`config.mk`:
```
export PLATFORM = sky130hd
export DESIGN_NAME = dmem_access_ctrl_flat
export DESIGN_NICKNAME = d
export VERILOG_FILES = /design/src/rtl/dmem_access_ctrl_if.sv /design/src/rtl/dmem_access_ctrl.sv /design/src/flat_wrapper.sv
export SDC_FILE = /design/constraint.sdc
export NUM_CORES = 1
export LEC_CHECK = 0
export ABC_AREA = 1
export CAP_MARGIN = 20
export CORE_MARGIN = 2
export CORE_UTILIZATION = 42
export CTS_CLUSTER_DIAMETER = 200
export DETAILED_ROUTE_END_ITERATION = 16
export HOLD_SLACK_MARGIN = 0.1
export PLACE_DENSITY = 0.77
export SYNTH_ARGS = -nofsm -noshare
export SYNTH_HDL_FRONTEND = slang
export SYNTH_SLANG_ARGS = --single-unit
```
`constraint.sdc`:
```
create_clock -name clk -period 2.3 [get_ports clk]
set_clock_uncertainty 0.15 [all_clocks]
set_input_delay 0.46 -clock clk [delete_from_list [all_inputs] [get_ports clk]]
set_output_delay 0.46 -clock clk [all_outputs]
set_load 0.1 [all_outputs]
```
`src/rtl/dmem_access_ctrl_if.sv`:
```
// CPU-side request/response and data-RAM bus of the data-memory access controller.
// The controller uses the master modport; the pipeline/RAM side uses slave.
interface dmem_access_ctrl_if;
    logic        cpu_req;
    logic        cpu_we;
    logic [31:0] cpu_addr;
    logic [31:0] cpu_wdata;
    logic [31:0] cpu_rdata;
    logic        cpu_stall;
    logic        cpu_done;
    logic        cpu_err;

    logic        mem_cs;
    logic        mem_we;
    logic [31:0] mem_addr;
    logic [31:0] mem_din;
    logic [31:0] mem_dout;
    logic        mem_ack;

    modport master (
        input  cpu_req, cpu_we, cpu_addr, cpu_wdata,
        output cpu_rdata, cpu_stall, cpu_done, cpu_err,
        output mem_cs, mem_we, mem_addr, mem_din,
        input  mem_dout, mem_ack
    );

    modport slave (
        output cpu_req, cpu_we, cpu_addr, cpu_wdata,
        input  cpu_rdata, cpu_stall, cpu_done, cpu_err,
        input  mem_cs, mem_we, mem_addr, mem_din,
        output mem_dout, mem_ack
    );
endinterface

```
`src/rtl/dmem_access_ctrl.sv`:
```
// Data-RAM access controller: latches one MEM-stage load/store, holds the RAM bus stable
// until ack (or timeout), then parks the address so the RAM's change detector re-arms.
module dmem_access_ctrl #(
    parameter int unsigned ADDR_WIDTH = 5,
    parameter int unsigned TIMEOUT    = 32,
    parameter logic [31:0] PARK_ADDR  = 32'hFFFF_FFFF
) (
    input  logic               clk,
    input  logic               rst_n,
    dmem_access_ctrl_if.master bus
);

    localparam int unsigned      CNT_W    = $clog2(TIMEOUT + 1);
    localparam logic [CNT_W-1:0] CNT_LAST = CNT_W'(TIMEOUT - 1);

    typedef enum logic [1:0] {
        IDLE,
        ACCESS,
        RELEASE,
        DONE
    } state_e;

    state_e           state_q;
    logic             we_q;
    logic [CNT_W-1:0] cnt_q;
    logic             mem_cs_q;
    logic             mem_we_q;
    logic [31:0]      mem_addr_q;
    logic [31:0]      mem_din_q;
    logic [31:0]      rdata_q;
    logic             done_q;
    logic             err_q;
    logic             addr_ok;

    assign addr_ok = (bus.cpu_addr >> ADDR_WIDTH) == '0;

    always_ff @(posedge clk) begin
        if (!rst_n) begin
            state_q    <= IDLE;
            we_q       <= 1'b0;
            cnt_q      <= '0;
            mem_cs_q   <= 1'b0;
            mem_we_q   <= 1'b0;
            mem_addr_q <= PARK_ADDR;
            mem_din_q  <= '0;
            rdata_q    <= '0;
            done_q     <= 1'b0;
            err_q      <= 1'b0;
        end else begin
            case (state_q)
                IDLE: begin
                    if (bus.cpu_req) begin
                        we_q  <= bus.cpu_we;
                        cnt_q <= '0;
                        if (addr_ok) begin
                            state_q    <= ACCESS;
                            mem_cs_q   <= 1'b1;
                            mem_we_q   <= bus.cpu_we;
                            mem_addr_q <= bus.cpu_addr;
                            mem_din_q  <= bus.cpu_wdata;
                        end else begin
                            // Rejected address never reaches the RAM; bus stays parked.
                            state_q <= DONE;
                            err_q   <= 1'b1;
                            rdata_q <= '0;
                            done_q  <= 1'b1;
                        end
                    end
                end

                ACCESS: begin
                    cnt_q <= cnt_q + CNT_W'(1);
                    if (bus.mem_ack) begin
                        if (!we_q) begin
                            rdata_q <= bus.mem_dout;
                        end
                        state_q    <= RELEASE;
                        mem_cs_q   <= 1'b0;
                        mem_we_q   <= 1'b0;
                        mem_addr_q <= PARK_ADDR;
                    end else if (cnt_q == CNT_LAST) begin
                        err_q      <= 1'b1;
                        rdata_q    <= '0;
                        state_q    <= RELEASE;
                        mem_cs_q   <= 1'b0;
                        mem_we_q   <= 1'b0;
                        mem_addr_q <= PARK_ADDR;
                    end
                end

                RELEASE: begin
                    if (!bus.mem_ack) begin
                        state_q <= DONE;
                        done_q  <= 1'b1;
                    end
                end

                DONE: begin
                    state_q <= IDLE;
                    done_q  <= 1'b0;
                end

                default: begin
                    state_q <= IDLE;
                    done_q  <= 1'b0;
                end
            endcase
        end
    end

    // In IDLE the stall must follow the request within the same cycle.
    assign bus.cpu_stall = (state_q == IDLE) ? bus.cpu_req : (state_q != DONE);
    assign bus.cpu_rdata = rdata_q;
    assign bus.cpu_done  = done_q;
    assign bus.cpu_err   = err_q;
    assign bus.mem_cs    = mem_cs_q;
    assign bus.mem_we    = mem_we_q;
    assign bus.mem_addr  = mem_addr_q;
    assign bus.mem_din   = mem_din_q;

endmodule
```
`src/flat_wrapper.sv`:
```
// flat-port wrapper written by rule: the top's interface ports become plain ports
module dmem_access_ctrl_flat 
#(
    parameter int unsigned ADDR_WIDTH = 5,
    parameter int unsigned TIMEOUT    = 32,
    parameter logic [31:0] PARK_ADDR  = 32'hFFFF_FFFF
)
  (clk, rst_n, bus_cpu_req, bus_cpu_we, bus_cpu_addr, bus_cpu_wdata, bus_cpu_rdata, bus_cpu_stall, bus_cpu_done, bus_cpu_err, bus_mem_cs, bus_mem_we, bus_mem_addr, bus_mem_din, bus_mem_dout, bus_mem_ack);
  dmem_access_ctrl_if bus_i ();
  input  logic clk;
  input  logic rst_n;
  input wire logic [$bits(bus_i.cpu_req)-1:0] bus_cpu_req;
  input wire logic [$bits(bus_i.cpu_we)-1:0] bus_cpu_we;
  input wire logic [$bits(bus_i.cpu_addr)-1:0] bus_cpu_addr;
  input wire logic [$bits(bus_i.cpu_wdata)-1:0] bus_cpu_wdata;
  output wire logic [$bits(bus_i.cpu_rdata)-1:0] bus_cpu_rdata;
  output wire logic [$bits(bus_i.cpu_stall)-1:0] bus_cpu_stall;
  output wire logic [$bits(bus_i.cpu_done)-1:0] bus_cpu_done;
  output wire logic [$bits(bus_i.cpu_err)-1:0] bus_cpu_err;
  output wire logic [$bits(bus_i.mem_cs)-1:0] bus_mem_cs;
  output wire logic [$bits(bus_i.mem_we)-1:0] bus_mem_we;
  output wire logic [$bits(bus_i.mem_addr)-1:0] bus_mem_addr;
  output wire logic [$bits(bus_i.mem_din)-1:0] bus_mem_din;
  input wire logic [$bits(bus_i.mem_dout)-1:0] bus_mem_dout;
  input wire logic [$bits(bus_i.mem_ack)-1:0] bus_mem_ack;
  assign bus_i.cpu_req = bus_cpu_req;
  assign bus_i.cpu_we = bus_cpu_we;
  assign bus_i.cpu_addr = bus_cpu_addr;
  assign bus_i.cpu_wdata = bus_cpu_wdata;
  assign bus_cpu_rdata = bus_i.cpu_rdata;
  assign bus_cpu_stall = bus_i.cpu_stall;
  assign bus_cpu_done = bus_i.cpu_done;
  assign bus_cpu_err = bus_i.cpu_err;
  assign bus_mem_cs = bus_i.mem_cs;
  assign bus_mem_we = bus_i.mem_we;
  assign bus_mem_addr = bus_i.mem_addr;
  assign bus_mem_din = bus_i.mem_din;
  assign bus_i.mem_dout = bus_mem_dout;
  assign bus_i.mem_ack = bus_mem_ack;
  dmem_access_ctrl #(.ADDR_WIDTH(ADDR_WIDTH), .TIMEOUT(TIMEOUT), .PARK_ADDR(PARK_ADDR)) u_core (.clk(clk), .rst_n(rst_n), .bus(bus_i));
endmodule
```
Yosys cells after proc, flatten, opt, wreduce, memory -nomap -nowiden
Cells that the tools add are included.
Word-level totals
  flip-flop bits (word level): 109
  latch bits: 0
  memory bits (writable): 0
  memory bits (read-only): 0
  input port bits: 101
  output and inout bits: 101
  word-level logic and storage cells: 71
  memories kept: 0
Cells by class
  $add $sub $neg: 1
  $mul: 0
  div/mod/pow operators: 0
  order comparisons: 0
  eq/ne operators: 13
  shift operators: 0
  mux-type cells: 35
  bitwise operators: 0
  reductions and logical operators: 12
Operators with widths (count)
  $mux 32: 9
  $pmux 32 s2: 2
  $logic_not 32->1: 1
  $mux 1: 12
  $pmux 6 s2: 1
  $mux 2: 5
  $ne 2x2->1 const B: 5
  $reduce_and 5->1: 2
  $pmux 2 s4: 1
  $reduce_and 4->1: 2
  $add 6x1->6 const B: 1
  $eq 6x5->1 const B: 1
  $mux 6: 1
  $pmux 1 s2: 3
  $reduce_and 3->1: 2
  $eq 2x2->1 const B: 2
  $ne 2x1->1 const B: 2
  $reduce_and 2->1: 2
  $ne 3x2->1 const B: 1
  $ne 3x3->1 const B: 1
  $pmux 1 s3: 1
  $reduce_bool 3->1: 1
  $eq 2x1->1 const B: 1
  $logic_not 2->1: 1
  $reduce_bool 2->1: 1

Depth between registers and ports, before layout
Gate-level depths: netlist of run 1.
  depth in word-level cells: 4
  mapped depth: 12

Worst setup path after synthesis of run 1
OpenSTA, ideal clock, no wires.
  path kind: reg-to-output
  start: register u_core.state_q[0]
  end: output port bus_cpu_stall
  data arrival time: 2.847 ns
  required time: 1.690 ns
  path slack: -1.157 ns
  cell stages (with the launch flop): 4
  buffers on the path: 0
  path through: dfxtp_1 > inv_1 > ha_1 > o21ai_0
Between the ends
  cells in the longest elaborated chain, start to end: 2
RTL lines
  start: declaration: RTL line dmem_access_ctrl.sv:23  | state_e state_q;
  start signal: assignment: RTL line dmem_access_ctrl.sv:39  | state_q <= IDLE;
  start signal: assignment: RTL line dmem_access_ctrl.sv:56  | state_q <= ACCESS;
  start signal: assignment: RTL line dmem_access_ctrl.sv:63  | state_q <= DONE;
  $ne 2x2->1 / $logic_not 2->1 (equally long branches): RTL line dmem_access_ctrl.sv:112  | assign bus.cpu_stall = (state_q == IDLE) ? bus.cpu_req : (state_q != DONE);
  $mux 1 (*): RTL line dmem_access_ctrl.sv:112
  end: declaration: RTL line flat_wrapper.sv:17  | output wire logic [$bits(bus_i.cpu_stall)-1:0] bus_cpu_stall;
Mark *: on every way between the ends. The rest lies on a longest branch, timed or not.

Final worst setup path of run 1
Ends and elaborated chain as after synthesis.

==> metrics.txt, run 1 <==
status finished clean; H-tree depth 3; P per Cell Area 1640 nW/um^2; Worst-Margin Slew 413 ps; final setup fails 0; Setup TNS 0 ps; Hold Crit Class flip-flop to flip-flop; gr ovfl total 0; Slew HR 72.3%; die width 107 um; Yosys warnings 0; LEAKAGE 3.08 nW; post-CTS setup buffer count 0; Synth Flop Type dfxtp_1; clk_lat worst skew 360 ps; commonest non-fill, non-tap cell in the layout nand2_1; Netlist cell types 25; Final min period 2160 ps; Switching Share 58.6%; Netlist Area Pre-Place 4440 um^2; Inst Count DP 937; Max Freq 462 MHz; largest net degree at the start of global routing 39; Overall Global Routing Usage 20.6%; NetSw 0.00638 W; Post-synth ARST share 0%; Logic pwr share 63.7%; Top Ports 202; total power 0.0109 W; Die Ht 107 um; Layout Nets 919; Buffers on Ports 201; final core occ 64.7%; drt total wl 11.9 mm; core area 10,300 um^2; most frequent cells in the layout nand2_1, buf_4, dfxtp_1; clock slew at reported path FFs 120 ps; DRC Markers 0; required time of the critical path 1690 ps; Setup crit end kind output port; Max Cap Violations 0; Mapped Avg Cell Area 7.20 um^2; synthesized net count 723; initial core utilization 43.2%; number of flops mapped to enable cells by yosys 0; Seq cells post-synth 109; fraction of layout cells with a size suffix above 1 19.0%; Vias 4,525; Clk pwr share 10.8%; die area 11,400 um^2; hpwl dp 8.97 mm; RSZ-0062 raised after global routing no; Post-Synthesis Cells 616; clk root buf clkbuf_8; total iterations of the first detailed-routing run 4; sequential share of the synthesized area 49.2%; sequential share of power 25.4%; Crit path arrival time 1550 ps; global placer's final weighted congestion 0.764; maximum VDD drop 1.12 mV; non-filler cells, final 953; initial antenna violation count 0; period utilisation layout 94.0%; internal power 0.00450 W; Vias/cell 4.75; WL/cell 12.5 um; clk sinks 109; ANT nets after route 0; ant diodes 0; WS Path Type flip-flop to output port; Hold Vio Cnt, Final 0; DR iter-0 viols 247; vias in the first global route 4,330; CP startpoint kind flip-flop; final slew viol count 0; cts bufs inserted 9; CTS tree built; clk buf depth 2; first-pass GRT wire length 19.2 mm; FP Rows 37; Syn-to-layout area delta 49.9%; crit path max fanout 5
-- state kept, by name (all words and copies together), names as in the netlist --
name / flops
u_core.bus.cpu_rdata: 32
u_core.bus.mem_addr: 32
u_core.bus.mem_din: 32
u_core.cnt_q: 6
u_core.state_q: 2
u_core.bus.cpu_done: 1
u_core.bus.cpu_err: 1
u_core.bus.mem_cs: 1
u_core.bus.mem_we: 1
u_core.we_q: 1
-- kinds of logic after synthesis --
| kind of cell | count (synthesis) | synth area share, % |
|---|---|---|
| buf+inv | 95 | 9.05 |
| fa+ha+maj | 6 | 1.69 |
| flops | 109 | 49.2 |
| compound gates | 75 | 8.82 |
| simple gates | 331 | 31.3 |
-- worst paths after layout --
check	startpoint	endpoint	slack, ps	cells past startpoint
worst max-delay path	u_core.state_q[0]	bus_cpu_stall	140	5
worst max register to register	u_core.state_q[1]	u_core.bus.mem_addr[5]	260	10
worst min register to register	u_core.bus.mem_addr[16]	u_core.bus.mem_addr[16]	310	2
worst min-delay path	u_core.bus.mem_addr[16]	u_core.bus.mem_addr[16]	310	2
-- critical path, cell delays in order (launching register included) --
cell     delay, ps
dfxtp_2        370
inv_1           80
ha_2           210
buf_4          160
o21ai_2        180
buf_12         200
-- Yosys cell counts, types with 2 or more instances --
cell type	count	area [um^2]
nand2_1	186	698
dfxtp_1	109	2180
nand3_1	64	320
nor2_1	64	240
a21oi_1	61	305
inv_1	58	218
clkbuf_1	19	71.3
buf_2	9	45.0
o21ai_0	7	35.0
ha_1	6	75.1
or2_2	5	31.3
buf_6	4	45.0
a31oi_1	3	18.8
inv_2	3	11.3
nand2_2	3	18.8
nor3_1	3	15.0
nor2_4	2	22.5
nor3b_1	2	15.0
o21ai_2	2	17.5
-- layout make-up --
| class | instances | area [um^2] |
|---|---|---|
| Clock buffer | 9 | 124 |
| Tap cell | 136 | 170 |
| Timing Repair Buffer | 219 | 1990 |
| Clock inverter | 7 | 86.3 |
| Inverter | 61 | 231 |
| Sequential cell | 109 | 2180 |
| Multi-Input combinational cell | 412 | 1860 |
| Fill cell | 946 | 3630 |
-- through the flow --
stage,hold slack [ps],worst slack [ps],instance area (um^2)
finish,310,137,6650
global route,327,52.9,6650
CTS,313,12.4,6640
detailed placement,293,-59.2,6430
global placement,290,6.13,6430
floorplan,302,119,4440
-- what timing repair did --
item                                    4_1_cts  5_1_grt
resized for setup                             0        5
hold buffers                                  0        0
endpoints found under the setup margin        0       24
-- power by group through the flow --
stage | Combinational, W | Sequential (W) | Clock, W
6_report | 0.00694 | 0.00277 | 0.00118
5_1_grt | 0.00732 | 0.00282 | 0.00128
4_1_cts | 0.00696 | 0.00276 | 0.00121
3_5_place_dp | 0.00695 | 0.00280 | 0
3_3_place_gp | 0.00687 | 0.00278 | 0
2_1_floorplan | 0.00171 | 0.00648 | 0
-- per-layer routing --
layer | track usage (%) | wire (um) | vias to the layer above
met5 | 0 | 0 | -
met4 | 7.33 | 280 | 0
met3 | 5.47 | 850 | 21
met2 | 35.8 | 5860 | 154
met1 | 24.6 | 4940 | 2035
li1 | - | - | 2315
Note: power is estimated with default switching activity, not from simulation.
==> run 2, diff against run 1 <==
Settings changed: CORE_MARGIN 2 to 4.
==> metrics.txt, run 2 (same netlist as run 1, synthesis figures left out) <==
WS Path Type flip-flop to output port; total power 0.0109 W; hpwl dp 9.24 mm; DR iter-0 viols 279; initial core utilization 43.0%; worst r2r dst u_core.bus.mem_addr[13]; Clk pwr share 10.6%; initial antenna violation count 0; Slew HR 69.5%; largest net degree at the start of global routing 35; ANT nets after route 0; Layout Nets 921; global placer's final weighted congestion 0.815; Setup crit start u_core.state_q[0]; Max Cap Violations 0; Hold Crit Class flip-flop to flip-flop; Buffers on Ports 201; ant diodes 0; clk_lat worst skew 360 ps; final slew viol count 0; Final min period 2210 ps; Hold Vio Cnt, Final 0; r2r setup slk 240 ps; Crit path arrival time 1600 ps; NetSw 0.00637 W; R2R depth 10; fraction of layout cells with a size suffix above 1 19.0%; drt total wl 12.2 mm; Worst path max stage delay 370 ps; clk buf depth 2; Die Ht 111 um; status finished clean; internal power 0.00448 W; Placement Setup Slack -32.9 ps; final worst setup slack 87.8 ps; die width 111 um; CP startpoint kind flip-flop; RSZ-0062 raised after global routing no; Switching Share 58.7%; DP Area 6420 um^2; Hold Path Sink u_core.bus.mem_addr[28]; cts bufs inserted 9; vias in the first global route 4,376; Worst-Margin Slew 453 ps; Top Ports 202; Setup crit end kind output port; period utilisation layout 96.2%; CTS resizes 0; Slowest cell on crit path dfxtp_2; core area 10,300 um^2; final core occ 64.3%; fin area 6640 um^2; Vias 4,474; first-pass GRT wire length 20.3 mm; post-CTS setup buffer count 0; crit path cell chain inv_1 > ha_1 > buf_4 > o21ai_4 > buf_12; Overall Global Routing Usage 19.3%; HP Start u_core.bus.mem_addr[28]; P per Cell Area 1640 nW/um^2; WL/cell 12.8 um; CTS tree built; gr ovfl total 0; FP Rows 37; clk root buf clkbuf_8; Hold Buf Count CTS 0; Logic pwr share 64.1%; required time of the critical path 1690 ps; final setup fails 0; Vias/cell 4.68; hold depth 2; crit path max fanout 5; DRC Markers 0; clock slew at reported path FFs 120 ps; Max Freq 452 MHz; Syn-to-layout area delta 49.6%; LEAKAGE 3.08 nW; total iterations of the first detailed-routing run 5; commonest non-fill, non-tap cell in the layout nand2_1; Worst R2R Start u_core.state_q[1]; H-tree depth 3; die area 12,300 um^2; sequential share of power 25.4%; maximum VDD drop 1.19 mV; most frequent cells in the layout nand2_1, buf_4, dfxtp_1; clk sinks 109
-- run 2: final cells by class --
class                      instances  area (um^2)
clock buffer                       9          124
clock inverter                     7         77.6
fill                             891         3690
inverter                          61          231
multi-input combinational        412         1870
sequential                       109         2180
tap                              136          170
timing repair buffer             221         1980
-- run 2: worst max path at each step --
stage                     depth (start not counted)                 endpoint  slack [ps]
after global routing                              5            bus_cpu_stall           9
after floorplan                                   3            bus_cpu_stall         120
final                                             5            bus_cpu_stall          90
after CTS                                         5            bus_cpu_stall           1
after detailed placement                          8  u_core.bus.mem_addr[13]         -30
after global placement                            8  u_core.bus.mem_addr[30]           4
-- run 2: power by group through the flow --
stage | sequential [W] | combinational [W] | clock [W]
2_1_floorplan | 0.00648 | 0.00171 | 0
3_3_place_gp | 0.00277 | 0.00687 | 0
3_5_place_dp | 0.00279 | 0.00694 | 0
4_1_cts | 0.00275 | 0.00696 | 0.00119
5_1_grt | 0.00282 | 0.00734 | 0.00127
6_report | 0.00275 | 0.00695 | 0.00115
-- run 2: layer usage --
layer	track usage [%]	share of wire, %	vias to the layer above
li1	-	-	2318
met1	23.0	41	1971
met2	33.3	48	159
met3	5.90	8.7	26
met4	6.16	2.4	0
met5	0	0	-
-- run 2: worst max-delay path, delay by kind of cell, from the launching register on --
family | cells | cell delay, ps
adders and majority gates | 1 | 240
DFF | 1 | 370
AOI/OAI and AO/OA | 1 | 180
buffers and inverters | 3 | 440
-- run 2: through the flow --
stage / hold WS, ps / std cells / setup TNS (ps)
finish: 313 / 955 / 0
global placement: 292 / 939 / 0
detailed placement: 293 / 939 / -267
floorplan: 302 / 616 / 0
global route: 326 / 955 / 0
CTS: 312 / 955 / 0
